`src/rtl/riscv_soc_pkg.sv`:
```
// Shared SoC constants for the MEM-stage APB bridge: state encoding, peripheral window defaults
// and the APB data width.
package riscv_soc_pkg;

  localparam int unsigned APB_DATA_W = 32;

  localparam logic [31:0] DEFAULT_PERIPH_BASE = 32'h1000_0000;
  localparam logic [31:0] DEFAULT_PERIPH_MASK = 32'hFFFF_F000;

  typedef logic [1:0] apb_state_t;

  localparam apb_state_t StIdle   = 2'd0;
  localparam apb_state_t StSetup  = 2'd1;
  localparam apb_state_t StAccess = 2'd2;
  localparam apb_state_t StDone   = 2'd3;

endpackage

```
`src/rtl/riscv_apb_bridge.sv`:
```
// MEM-stage to APB3 master bridge; stalls the pipeline while a peripheral transfer is in flight.
// Optional ACCESS-phase watchdog enabled by defining RISCV_APB_TIMEOUT_EN.
module riscv_apb_bridge
  import riscv_soc_pkg::*;
#(
  parameter int unsigned       ADDR_W         = 32,
  parameter int unsigned       DATA_W         = APB_DATA_W,
  parameter logic [ADDR_W-1:0] PERIPH_BASE    = ADDR_W'(DEFAULT_PERIPH_BASE),
  parameter logic [ADDR_W-1:0] PERIPH_MASK    = ADDR_W'(DEFAULT_PERIPH_MASK),
  parameter int unsigned       TIMEOUT_CYCLES = 255
) (
  input  logic              clk,
  input  logic              rst_n,
  input  logic              mem_re,
  input  logic              mem_we,
  input  logic [ADDR_W-1:0] mem_addr,
  input  logic [DATA_W-1:0] mem_wdata,
  output logic [DATA_W-1:0] mem_rdata,
  output logic              rdata_valid,
  output logic              bus_err,
  output logic              uart_stall,
  output logic [ADDR_W-1:0] paddr,
  output logic              psel,
  output logic              penable,
  output logic              pwrite,
  output logic [DATA_W-1:0] pwdata,
  input  logic [DATA_W-1:0] prdata,
  input  logic              pready,
  input  logic              pslverr
);

  apb_state_t        state_q, state_d;
  logic [ADDR_W-1:0] paddr_q, paddr_d;
  logic              pwrite_q, pwrite_d;
  logic [DATA_W-1:0] pwdata_q, pwdata_d;
  logic [DATA_W-1:0] rdata_q, rdata_d;
  logic              err_q, err_d;
  logic              req_hit;

`ifdef RISCV_APB_TIMEOUT_EN
  localparam int unsigned CntW =
      ($clog2(TIMEOUT_CYCLES + 1) > 8) ? $clog2(TIMEOUT_CYCLES + 1) : 8;
  logic [CntW-1:0] cnt_q, cnt_d;
`endif

  assign req_hit = (mem_re | mem_we) & ((mem_addr & PERIPH_MASK) == PERIPH_BASE);

  always_comb begin
    state_d  = state_q;
    paddr_d  = paddr_q;
    pwrite_d = pwrite_q;
    pwdata_d = pwdata_q;
    rdata_d  = rdata_q;
    err_d    = err_q;
`ifdef RISCV_APB_TIMEOUT_EN
    cnt_d    = cnt_q;
`endif
    unique case (state_q)
      StIdle: begin
        // Store wins when both strobes are set.
        if (req_hit) begin
          paddr_d  = mem_addr;
          pwrite_d = mem_we;
          pwdata_d = mem_wdata;
          state_d  = StSetup;
        end
      end
      StSetup: begin
`ifdef RISCV_APB_TIMEOUT_EN
        cnt_d   = '0;
`endif
        state_d = StAccess;
      end
      StAccess: begin
        if (pready) begin
          if (!pwrite_q) rdata_d = pslverr ? '0 : prdata;
          err_d   = pslverr;
          state_d = StDone;
        end
`ifdef RISCV_APB_TIMEOUT_EN
        // Abort on the TIMEOUT_CYCLES-th wait cycle; a same-cycle pready takes the branch above.
        else if (cnt_q == CntW'(TIMEOUT_CYCLES - 1)) begin
          rdata_d = '0;
          err_d   = 1'b1;
          state_d = StDone;
        end else begin
          cnt_d = cnt_q + 1'b1;
        end
`endif
      end
      StDone:  state_d = StIdle;
      default: state_d = StIdle;
    endcase
  end

  always_ff @(posedge clk) begin
    if (!rst_n) begin
      state_q  <= StIdle;
      paddr_q  <= '0;
      pwrite_q <= 1'b0;
      pwdata_q <= '0;
      rdata_q  <= '0;
      err_q    <= 1'b0;
`ifdef RISCV_APB_TIMEOUT_EN
      cnt_q    <= '0;
`endif
    end else begin
      state_q  <= state_d;
      paddr_q  <= paddr_d;
      pwrite_q <= pwrite_d;
      pwdata_q <= pwdata_d;
      rdata_q  <= rdata_d;
      err_q    <= err_d;
`ifdef RISCV_APB_TIMEOUT_EN
      cnt_q    <= cnt_d;
`endif
    end
  end

  assign psel        = (state_q == StSetup) | (state_q == StAccess);
  assign penable     = (state_q == StAccess);
  assign rdata_valid = (state_q == StDone);
  assign bus_err     = (state_q == StDone) & err_q;
  // Low in DONE so the stalled instruction advances exactly once.
  assign uart_stall  = ((state_q == StIdle) & req_hit) | psel;

  assign paddr     = paddr_q;
  assign pwrite    = pwrite_q;
  assign pwdata    = pwdata_q;
  assign mem_rdata = rdata_q;

endmodule

```
`config.mk`:
```
export PLATFORM = sky130hd
export DESIGN_NAME = riscv_apb_bridge
export DESIGN_NICKNAME = d
export VERILOG_FILES = /design/src/rtl/riscv_soc_pkg.sv /design/src/rtl/riscv_apb_bridge.sv
export SDC_FILE = /design/constraint.sdc
export NUM_CORES = 1
export LEC_CHECK = 0
export CORE_MARGIN = 1
export CORE_UTILIZATION = 44
export CTS_BUF_LIST = sky130_fd_sc_hd__clkbuf_2
export CTS_CLUSTER_DIAMETER = 120
export CTS_CLUSTER_SIZE = 10
export DETAILED_ROUTE_END_ITERATION = 12
export MAX_ROUTING_LAYER = met4
export PLACE_DENSITY = 0.89
export SYNTH_ARGS = -nofsm -noshare
export SYNTH_HDL_FRONTEND = slang
export SYNTH_SLANG_ARGS = --single-unit
```
`constraint.sdc`:
```
create_clock -name clk -period 2.45 [get_ports clk]
set_clock_uncertainty 0.05 [all_clocks]
set_input_delay 0.245 -clock clk [delete_from_list [all_inputs] [get_ports clk]]
set_output_delay 0.245 -clock clk [all_outputs]
set_load 0.01 [all_outputs]
```
==> results of run 1 <==
-- final timing paths --
kind,cells past startpoint,slack (ns),end
max,4,0.23,penable
min,3,0.16,pwdata[16]
max reg2reg,7,0.64,mem_rdata[26]
min reg2reg,2,0.42,mem_rdata[13]
-- per-stage QoR --
step	std cells	hold WS, ns	area (sq um)	power [uW]	util
final	725	0.1598	6247	2695	0.7129
after floorplan	423	0.3416	4015	1714	-
after global routing	725	0.1048	6247	2803	0.7129
after global placement	708	0.3851	6098	1897	0.6959
after detailed placement	708	0.3928	6098	1899	0.6959
after CTS	725	0.1070	6245	2727	0.7126
-- synth_stat cells (3+ instances only) --
library cell / count
dfxtp_1: 100
clkbuf_1: 31
inv_1: 3
buf_4: 4
nand3_1: 47
and3_1: 20
nand3b_1: 32
o21ai_0: 45
nor4_4: 3
a21boi_1: 61
buf_6: 5
a21boi_0: 18
ha_1: 3
nand2_1: 37
-- logic make-up (layout without fill, tap and decap cells) --
group                      Yosys count  in the layout
muxes                                1              1
DFF                                100            100
adders and majority gates            3              3
buffers and inverters               44            238
and+or+nand+nor                    146            146
AOI/OAI and AO/OA                  129            129
-- where the power goes --
part / total [uW] / internal, uW / switching (uW)
Sequential: 1630 / 1630 / 0.000339
Combinational: 239 / 174 / 65.4
Clock: 822 / 255 / 567
Total: 2690 / 2060 / 633
-- worst register-to-register path, stage by stage, from the launching register on --
cell      delay, ns
dfxtp_2        0.38
inv_1          0.11
ha_1           0.19
nand2_1        0.10
nor2_2         0.39
buf_4          0.27
nand3b_1       0.09
a21boi_1       0.16
-- final cells by class --
| cell class | count | area [sq um] | area share |
|---|---|---|---|
| Tap cell | 108 | 135.1 | 0.02163 |
| Clock buffer | 9 | 45.04 | 0.007210 |
| Timing Repair Buffer | 219 | 2162 | 0.3461 |
| Sequential cell | 100 | 2003 | 0.3206 |
| Clock inverter | 7 | 80.08 | 0.01282 |
| Multi-Input combinational cell | 279 | 1810 | 0.2898 |
| Inverter | 3 | 11.26 | 0.001803 |
-- placed cells by master, fill, tap and decap left out, types with 2 or more instances in the layout --
cell type,instances
clkdlybuf4s50_1,201
dfxtp_1,99
a21boi_1,61
nand3_1,47
o21ai_0,45
nand2_1,37
nand3b_1,32
and3_1,19
a21boi_0,18
buf_4,15
clkbuf_2,9
inv_1,3
nor4_4,3
inv_6,3
ha_1,2
-- what timing repair did --
action | 4_1_cts | 5_1_grt
setup endpoints to repair | 1 | 1
gates resized for setup | 3 | 1
buffers inserted | 1 | 0
pin swaps | 0 | 0
-- layer usage --
layer  vias to the layer above  track usage  wire length, microns
met5                         -            -                     0
li1                       1863            -                     -
met2                       177       0.4422                  5872
met4                         0      0.08258                   197
met3                        23      0.05612                   777
met1                      1816       0.2904                  4921
-- registers in the layout (all words and copies together), names as in the netlist --
signal     count
pwrite         1
paddr         32
mem_rdata     32
pwdata        32
state_q        2
err_q          1
==> metrics.md, run 1 <==
| Metric | Value |
|---|---|
| Status | complete, no violations |
| Layout cells sized above 1 | 0.07131 |
| XOR/XNOR share of the synthesized area | 0 |
| H-tree levels | 3 |
| Compound-cell area share of the yosys netlist | 0.2209 |
| Rows | 34 |
| Die W | 97.53 microns |
| DRT Pass-1 Iters | 4 |
| Main synth FF type | dfxtp_1 |
| Post-DR wirelength/cell | 16.23 microns |
| Cell family with most CP delay | buffers and inverters |
| Final HPWL DP | 8.329 mm |
| Unrepaired setup endpoints after global routing | no |
| Fmax | 450.2 MHz |
| Critical path origin | state_q[0] |
| Area delta synth->final | 55.59% |
| Tmin final | 2.221 ns |
| Vias | 3879 |
| Final nets | about 720 |
| Vias in the first global route | 3904 |
| Global route overflow | 0 |
| Hold Path Origin | mem_wdata[16] |
| Number of synthesized flops with an enable pin | 0 |
| Vias/cell | 5.350 |
| Worst slew margin | 0.4489 |
| Violation count after the first detailed-routing iteration | 117 |
| Syn Std Cell Area | 0.004015 sq mm |
| Worst Setup End Kind | output pin |
| PortBufs | between 200 and 250 |
| Largest net degree at the start of global routing | 59 |
| Synth top area share | 0.4986 |
| Clock Sinks | 100 |
| Syn Area/Cell | 9.492 sq um |
| N_diodes | 0 |
| Worst VDD drop | 0.4269 mV |
| Core area | 0.008763 sq mm |
| Clock Pin Slew Worst Setup and Hold Paths | around 0.28 ns |
| Total of max-cap violations | 0 |
| Dpl ws | 0.1242 ns |
| R2r startpoint | state_q[0] |
| Fin crit share | 0.9067 |
| Layout fillers | 663 |
| Pins Over Slew Limit | 0 |
| Distinct cells, synth | 28 |
| Synth area leader | dfxtp_1 |
| RePlAce Congestion | 0.8408 |
| Synth top area cells | dfxtp_1 50%, a21boi_1 11%, nand3b_1 6.0%, nand3_1 5.9%, o21ai_0 5.6% |
| Final setup violation count | 0 |
| Crit Path Class | register to output pin |
| CP peak stage delay | 0.56 ns |
| Crit-path slowest cell | clkdlybuf4s50_1 |
| Largest family of logic cells by synthesized area | compound AO/OA/AOI/OAI gates |
| CP arrival | between 1.5 and 2 ns |
| CP Launch Type | register |
| Hold Violations, Final | 0 |
| Slew at the pin closest to its max-slew limit | 0.8241 ns |
| Clock root buffer | clkbuf_2 |
| Crit-path cells | inv_1 > ha_1 > buf_4 > clkdlybuf4s50_1 |
| Residual DRC | 0 |
| CTS Buf Count | 9 |
| Post-route ant nets | 0 |
| Initial antenna violation count | 0 |
| Adder-Cell Fraction of Synth Area | 0.009349 |
| All-Layer GR Usage | 0.2546 |
| Die area | between 0.009 and 0.01 sq mm |
| Syn Inst Count | 423 |
| Initial Utilization | 0.4582 |
| Multiplexer area fraction after synthesis | 0.002493 |
| Synth Area in Simple Gates | 0.2141 |
| Leakage | 0.002181 uW |
| Syn_nets | 528 |
| First-pass GRT wire length | 19.05 mm |
| Power per cell area | between 400 and 500 mW/mm^2 |
| Boundary pin count | 204 |
| Seq cells post-synth | 100 |
| CTS Buffer Depth | 2 |
| Final WS setup | 0.2285 ns |
| Sum of negative setup slack | 0 ns |
| Synth Warn # | 0 |
| Hold buffers post-CTS | 0 |
| Fraction of registers with async set/reset | 0 |
| CTS tree | yes |
| Seq/Total Area, Yosys | 0.4986 |
| Worst EP required | 2.15 ns |
| CP Buf/Inv Count | 3 |
| Crit-path max FO | 4 |
| HP Class | input port to register |
| Clock Latency Late Sink | between 0.5 and 0.6 ns |
| Post-Route WL | 11.77 mm |
| Die Y | between 90 and 100 microns |
(Power assumes the default switching activity.)
==> inputs of run 2 (changes only) <==
--- a/config.mk
+++ b/config.mk
@@ -13,6 +13,8 @@
 export DETAILED_ROUTE_END_ITERATION = 12
 export MAX_ROUTING_LAYER = met4
 export PLACE_DENSITY = 0.89
+export RECOVER_POWER = 25
+export SLEW_MARGIN = 15
 export SYNTH_ARGS = -nofsm -noshare
 export SYNTH_HDL_FRONTEND = slang
 export SYNTH_SLANG_ARGS = --single-unit
==> run 2 against run 1 <==
Net effect:
- global-route usage is the same
- combinational power hardly changed
- critical path depth unchanged
- flip-flop and latch count unchanged
- worst hold slack got worse by 0.0045 ns
- largest cell class unchanged
- sequential power about the same
- sequential share of layout area grew 0.17 points
- first-iteration DRC count increased by 37%
- non-clock buffer count did not move
- clock power hardly changed
- clock-buffer cell count unchanged
==> metrics.md, run 2 (synthesis gave the netlist of run 1 again) <==
| Metric | Value |
|---|---|
| Status | complete, no violations |
| Commonest non-fill, non-tap cell in the layout | clkdlybuf4s50_1 |
| HP Class | input port to register |
| Total of max-cap violations | 0 |
| Fin crit share | 0.9042 |
| Post-route ant nets | 0 |
| Boundary pin count | 204 |
| Final HPWL DP | 8.329 mm |
| Final core occ | 0.7086 |
| Clock Latency Late Sink | 0.54 ns |
| Global route overflow | 0 |
| Die Y | between 90 and 100 microns |
| Fmax | around 450 MHz |
| Largest net degree at the start of global routing | 59 |
| Footprint of the multi-input gates | between 0.0015 and 0.002 sq mm |
| DRT Pass-1 Iters | 4 |
| N_diodes | 0 |
| Hold Violations, Final | 0 |
| Clock root buffer | clkbuf_2 |
| Vias/cell | 5.352 |
| Hold buffers post-CTS | 0 |
| CTS tree | yes |
| Post-DR wirelength/cell | around 16 microns |
| Worst EP required | ~2.2 ns |
| Rows | 34 |
| Initial antenna violation count | 0 |
| Die W | between 90 and 100 microns |
| RePlAce Congestion | 0.8408 |
| PortBufs | between 200 and 250 |
| Worst VDD drop | 0.4254 mV |
| Residual DRC | 0 |
| Layout cells sized above 1 | 0.06321 |
| Slew at the pin closest to its max-slew limit | roughly 1.1 ns |
| Commonest cells after routing, fill and taps aside | 201 x clkdlybuf4s50_1, 100 x dfxtp_1, 47 x nand3_1 |
| Vias in the first global route | about 4000 |
| Tmin final | 2.215 ns |
| Final nets | 717 |
| Worst slew margin | 0.2861 |
| Worst Setup End Kind | output pin |
| Core area | 0.008763 sq mm |
| Pins Over Slew Limit | 0 |
| Vias | just under 4000 |
| Violation count after the first detailed-routing iteration | 160 |
| All-Layer GR Usage | 0.2546 |
| Area delta synth->final | 54.66% |
| Layout fillers | 672 |
| CP Launch Type | register |
| Crit-path max FO | 2 |
| Sequential cell area | 0.002002 sq mm |
| H-tree levels | 3 |
| Worst hold slack | roughly 0.16 ns |
| CTS Buf Count | 9 |
| Die area | 0.009511 sq mm |
| Post-Route WL | roughly 12 mm |
| CTS Buffer Depth | 2 |
| Power per cell area | 433.7 mW/mm^2 |
| Final setup violation count | 0 |
| Clock Sinks | 100 |
| Leakage | between 0.002 and 0.0025 uW |
| First-pass GRT wire length | 19.05 mm |
| CP arrival | around 1.9 ns |
| Sum of negative setup slack | 0 ns |
| Crit Path Class | register to output pin |
| Clock Pin Slew Worst Setup and Hold Paths | 0.28 ns |
| Unrepaired setup endpoints after global routing | no |
| Initial Utilization | 0.4582 |
run 2: cell count changes in the layout (fill, tap and decap cells not counted), sizes merged:
cell,before,now
buf,17,15
clkbuf,9,11
run 2: per-stage QoR:
| step | setup WS [ns] | cell area [sq um] | power (uW) | std cells |
|---|---|---|---|---|
| after floorplan | 0.8049 | 4015 | 1714 | 423 |
| after global placement | 0.1364 | 6098 | 1897 | 708 |
| after detailed placement | 0.1242 | 6098 | 1899 | 708 |
| after CTS | 0.006827 | 6245 | 2727 | 725 |
| after global routing | 0.1180 | 6210 | 2801 | 725 |
| final | 0.2348 | 6210 | 2693 | 725 |
run 2: path summary, 6_finish.rpt:
kind                            cells after the start       endpoint     startpoint  slack [ns]
worst min-delay path                                3     pwdata[16]  mem_wdata[16]        0.16
worst max register to register                      6      pwdata[1]     state_q[0]        0.25
worst max-delay path                                4        bus_err     state_q[0]        0.23
worst min register to register                      2  mem_rdata[13]  mem_rdata[13]        0.41
run 2: cell type report:
type | count | share of cell area
Tap cell | 108 | 0.02176
Sequential cell | 100 | 0.3224
Timing Repair Buffer | 219 | 0.3472
Inverter | 3 | 0.001813
Clock buffer | 9 | 0.007254
Clock inverter | 7 | 0.01290
Multi-Input combinational cell | 279 | 0.2867
run 2: metal layers:
layer | vias to the layer above | share of wire | global-route usage
met2 | 176 | 0.50 | 0.4422
met1 | 1824 | 0.42 | 0.2904
met4 | 0 | 0.014 | 0.08258
li1 | 1862 | - | -
met3 | 18 | 0.065 | 0.05612
met5 | - | 0 | -
run 2: power by group:
| group | total [uW] | switching (uW) | leakage, uW | internal (uW) |
|---|---|---|---|---|
| sequential | 1630 | 0.000342 | 0.000805 | 1630 |
| combinational | 237 | 64.1 | 0.00128 | 173 |
| clock | 822 | 568 | 0.0000768 | 255 |
| total | 2690 | 632 | 0.00216 | 2060 |
run 2: what timing repair did:
action,CTS,global route
buffers inserted,1,0
resized for setup,3,1
setup endpoints to repair,1,1
run 2: critical path, stage by stage, from the launching register on:
cell and delay, ns:
dfxtp_1 0.40, buf_4 0.12, ha_1 0.18, and2_1 0.13, clkdlybuf4s50_1 0.55
==> inputs of run 3 (changes only) <==
--- a/config.mk
+++ b/config.mk
@@ -5,16 +5,17 @@
 export SDC_FILE = /design/constraint.sdc
 export NUM_CORES = 1
 export LEC_CHECK = 0
+export CAP_MARGIN = 30
 export CORE_MARGIN = 1
-export CORE_UTILIZATION = 44
+export CORE_UTILIZATION = 36
 export CTS_BUF_LIST = sky130_fd_sc_hd__clkbuf_2
 export CTS_CLUSTER_DIAMETER = 120
 export CTS_CLUSTER_SIZE = 10
 export DETAILED_ROUTE_END_ITERATION = 12
 export MAX_ROUTING_LAYER = met4
-export PLACE_DENSITY = 0.89
+export PLACE_DENSITY = 0.76
 export RECOVER_POWER = 25
-export SLEW_MARGIN = 15
+export SLEW_MARGIN = 20
 export SYNTH_ARGS = -nofsm -noshare
 export SYNTH_HDL_FRONTEND = slang
 export SYNTH_SLANG_ARGS = --single-unit
==> run 3 against run 2 <==
Net effect:
- global-route usage decreased by 4.3 points
- combinational power hardly changed
- setup slack improved by 0.0093 ns
- die area is 22% higher
- via count down 1.6%
- register-to-register slack better by 0.03 ns
- clock power is 8.4% lower
- first-iteration DRC count increased by 15%
- sequential share of layout area fell by 0.10 points
- cell count rose by 4.1%
- non-clock buffer count down 1
- largest cell class unchanged
- largest power group unchanged
- highest routed layer unchanged
==> metrics.md, run 3 (synthesis gave the netlist of run 1 again) <==
| Metric | Value |
|---|---|
| Final instance area | about 0.0062 sq mm |
| Logic gate share of total power | 0.090 |
| End point of the critical path | penable |
| Fmax | around 450 MHz |
| Layout cells sized above 1 | 0.06179 |
| Final setup violation count | 0 |
| Slew at the pin closest to its max-slew limit | 0.9799 ns |
| Worst R2R Setup Slack | 0.28 ns |
| Area delta synth->final | 55.16% |
| Tmin final | 2.206 ns |
| R2r startpoint | state_q[0] |
| Crit-path cells | buf_4 > ha_1 > clkdlybuf4s50_1 |
| Hold Violations, Final | 0 |
| Post-route ant nets | 0 |
| Cell depth of the worst flop-to-flop path | 6 |
| Pins Over Slew Limit | 0 |
| Crit Path Class | register to output pin |
| CTS tree | yes |
| Clock share of power | 0.287 |
| Clock Sinks | 100 |
| H-tree levels | 3 |
| Status | complete, no violations |
| Layout fillers | 960 |
| CP Launch Type | register |
| Power per cell area | 420.9 mW/mm^2 |
| Vias/cell | 5.057 |
| Footprint of the multi-input gates | 0.001792 sq mm |
| Die W | 107.6 microns |
| CTS Buffer Depth | 2 |
| Core area | 0.01084 sq mm |
| HP Class | input port to register |
| Worst slew margin | 0.3467 |
| Boundary pin count | 204 |
| Clock Latency Late Sink | 0.53 ns |
| Crit-path max FO | 5 |
| Unrepaired setup endpoints after global routing | no |
| Post-DR wirelength/cell | 15.98 microns |
| Largest net degree at the start of global routing | just over 100 |
| Dpl ws | slightly above 0.07 ns |
| DRT Pass-1 Iters | 4 |
| Leakage | 0.002141 uW |
| N_diodes | 0 |
| R2R Path End | pwdata[11] |
| Post-Route WL | 12.07 mm |
| Worst Setup End Kind | output pin |
| CTS Buf Count | 9 |
| CP peak stage delay | 0.61 ns |
| Cell family with most CP delay | buffers and inverters |
| Total of max-cap violations | 0 |
| CP Buf/Inv Count | 2 |
| RePlAce Congestion | approximately 0.76 |
| Cell Area, Placed | 0.006116 sq mm |
| Seq pwr share | 0.622 |
| Fin crit share | 0.9004 |
| CP arrival | 1.91 ns |
| Initial antenna violation count | 0 |
| Net switching power | 596.6 uW |
| Critical path origin | state_q[1] |
| PortBufs | 203 |
| Commonest cells after routing, fill and taps aside | 201 x clkdlybuf4s50_1, 100 x dfxtp_1, 47 x nand3_1 |
| Pint | 2026 uW |
| Initial Utilization | 0.3704 |
| Clock Pin Slew Worst Setup and Hold Paths | 0.24 ns |
| First-pass GRT wire length | 18.69 mm |
| Worst hold slack | 0.1521 ns |
| Sum of negative setup slack | 0 ns |
| Final nets | 716 |
| Global route overflow | 0 |
| Sw frac | 0.2275 |
| Residual DRC | 0 |
| CP Depth | 3 |
| Crit-path slowest cell | clkdlybuf4s50_1 |
| Rows | 38 |
| Sequential cell area | 0.002002 sq mm |
| Vias in the first global route | 3829 |
| Violation count after the first detailed-routing iteration | 184 |
| Commonest non-fill, non-tap cell in the layout | clkdlybuf4s50_1 |
| Clock root buffer | clkbuf_2 |
| Worst VDD drop | roughly 0.23 mV |
| Vias | 3818 |
| Final HPWL DP | 8.266 mm |
| Final WS setup | 0.2441 ns |
| Worst EP required | 2.15 ns |
| Die area | 0.01158 sq mm |
| Die Y | approximately 110 microns |
| All-Layer GR Usage | 0.2119 |
run 3: changes by cell type in the layout (fill, tap and decap cells not counted), sizes merged:
| cell | change |
|---|---|
| inv | -4 |
| clkinv | +2 |
| clkinvlp | +1 |
| buf | -1 |
run 3: area by class of cell:
cell class / count / area share
well taps: 140 / 0.02812
repair buffers: 218 / 0.3448
inverters: 3 / 0.001808
clock inverters: 6 / 0.009038
flip-flops and latches: 100 / 0.3213
clock buffers: 9 / 0.007230
multi-input cells: 279 / 0.2876
run 3: power by group through the flow:
| stage | clock network [uW] | logic (uW) | registers (uW) |
|---|---|---|---|
| 4_1_cts | 787 | 240 | 1630 |
| 3_5_place_dp | 0 | 238 | 1660 |
| 3_3_place_gp | 0 | 236 | 1660 |
| 6_report | 753 | 237 | 1630 |
| 2_1_floorplan | 0 | 52.1 | 1660 |
| 5_1_grt | 847 | 250 | 1630 |
run 3: stage by stage:
| stage | power (uW) | util | cells |
|---|---|---|---|
| 2_1_floorplan | 1714 | - | 423 |
| 3_3_place_gp | 1897 | 0.5642 | 737 |
| 3_5_place_dp | 1900 | 0.5642 | 737 |
| 4_1_cts | 2659 | 0.5755 | 753 |
| 5_1_grt | 2731 | 0.5747 | 755 |
| 6_report | 2622 | 0.5747 | 755 |
run 3: layer usage:
layer	GRT usage	vias up	wire, microns
li1	-	1855	-
met1	0.2425	1799	4993
met2	0.3558	143	5977
met3	0.04540	21	834
met4	0.09393	0	261
met5	-	-	0
run 3: worst min-delay path by stage:
stage / from / end / slack (ns) / cells past startpoint
3_5_place_dp: mem_rdata[22] / mem_rdata[22] / 0.39 / 2
6_report: rst_n / mem_rdata[11] / 0.15 / 3
2_1_floorplan: mem_addr[0] / paddr[0] / 0.34 / 2
3_3_place_gp: mem_rdata[16] / mem_rdata[16] / 0.39 / 2
5_1_grt: rst_n / mem_rdata[11] / 0.09 / 3
4_1_cts: rst_n / state_q[0] / 0.11 / 3
run 3: what timing repair did:
| action | in CTS | in global routing |
|---|---|---|
| gates resized for setup | 3 | 2 |
| hold buffers | 0 | 0 |
| pin swaps | 0 | 1 |
| endpoints found under the setup margin | 1 | 1 |
| setup buffers | 1 | 2 |
run 3: worst reg2reg max path, cell delays in order (launching register included):
cell and delay (ns):
dfxtp_1 0.37, inv_1 0.08, ha_1 0.26, and3_2 0.22, clkbuf_2 0.73, nand3_1 0.19
a21boi_0 0.22
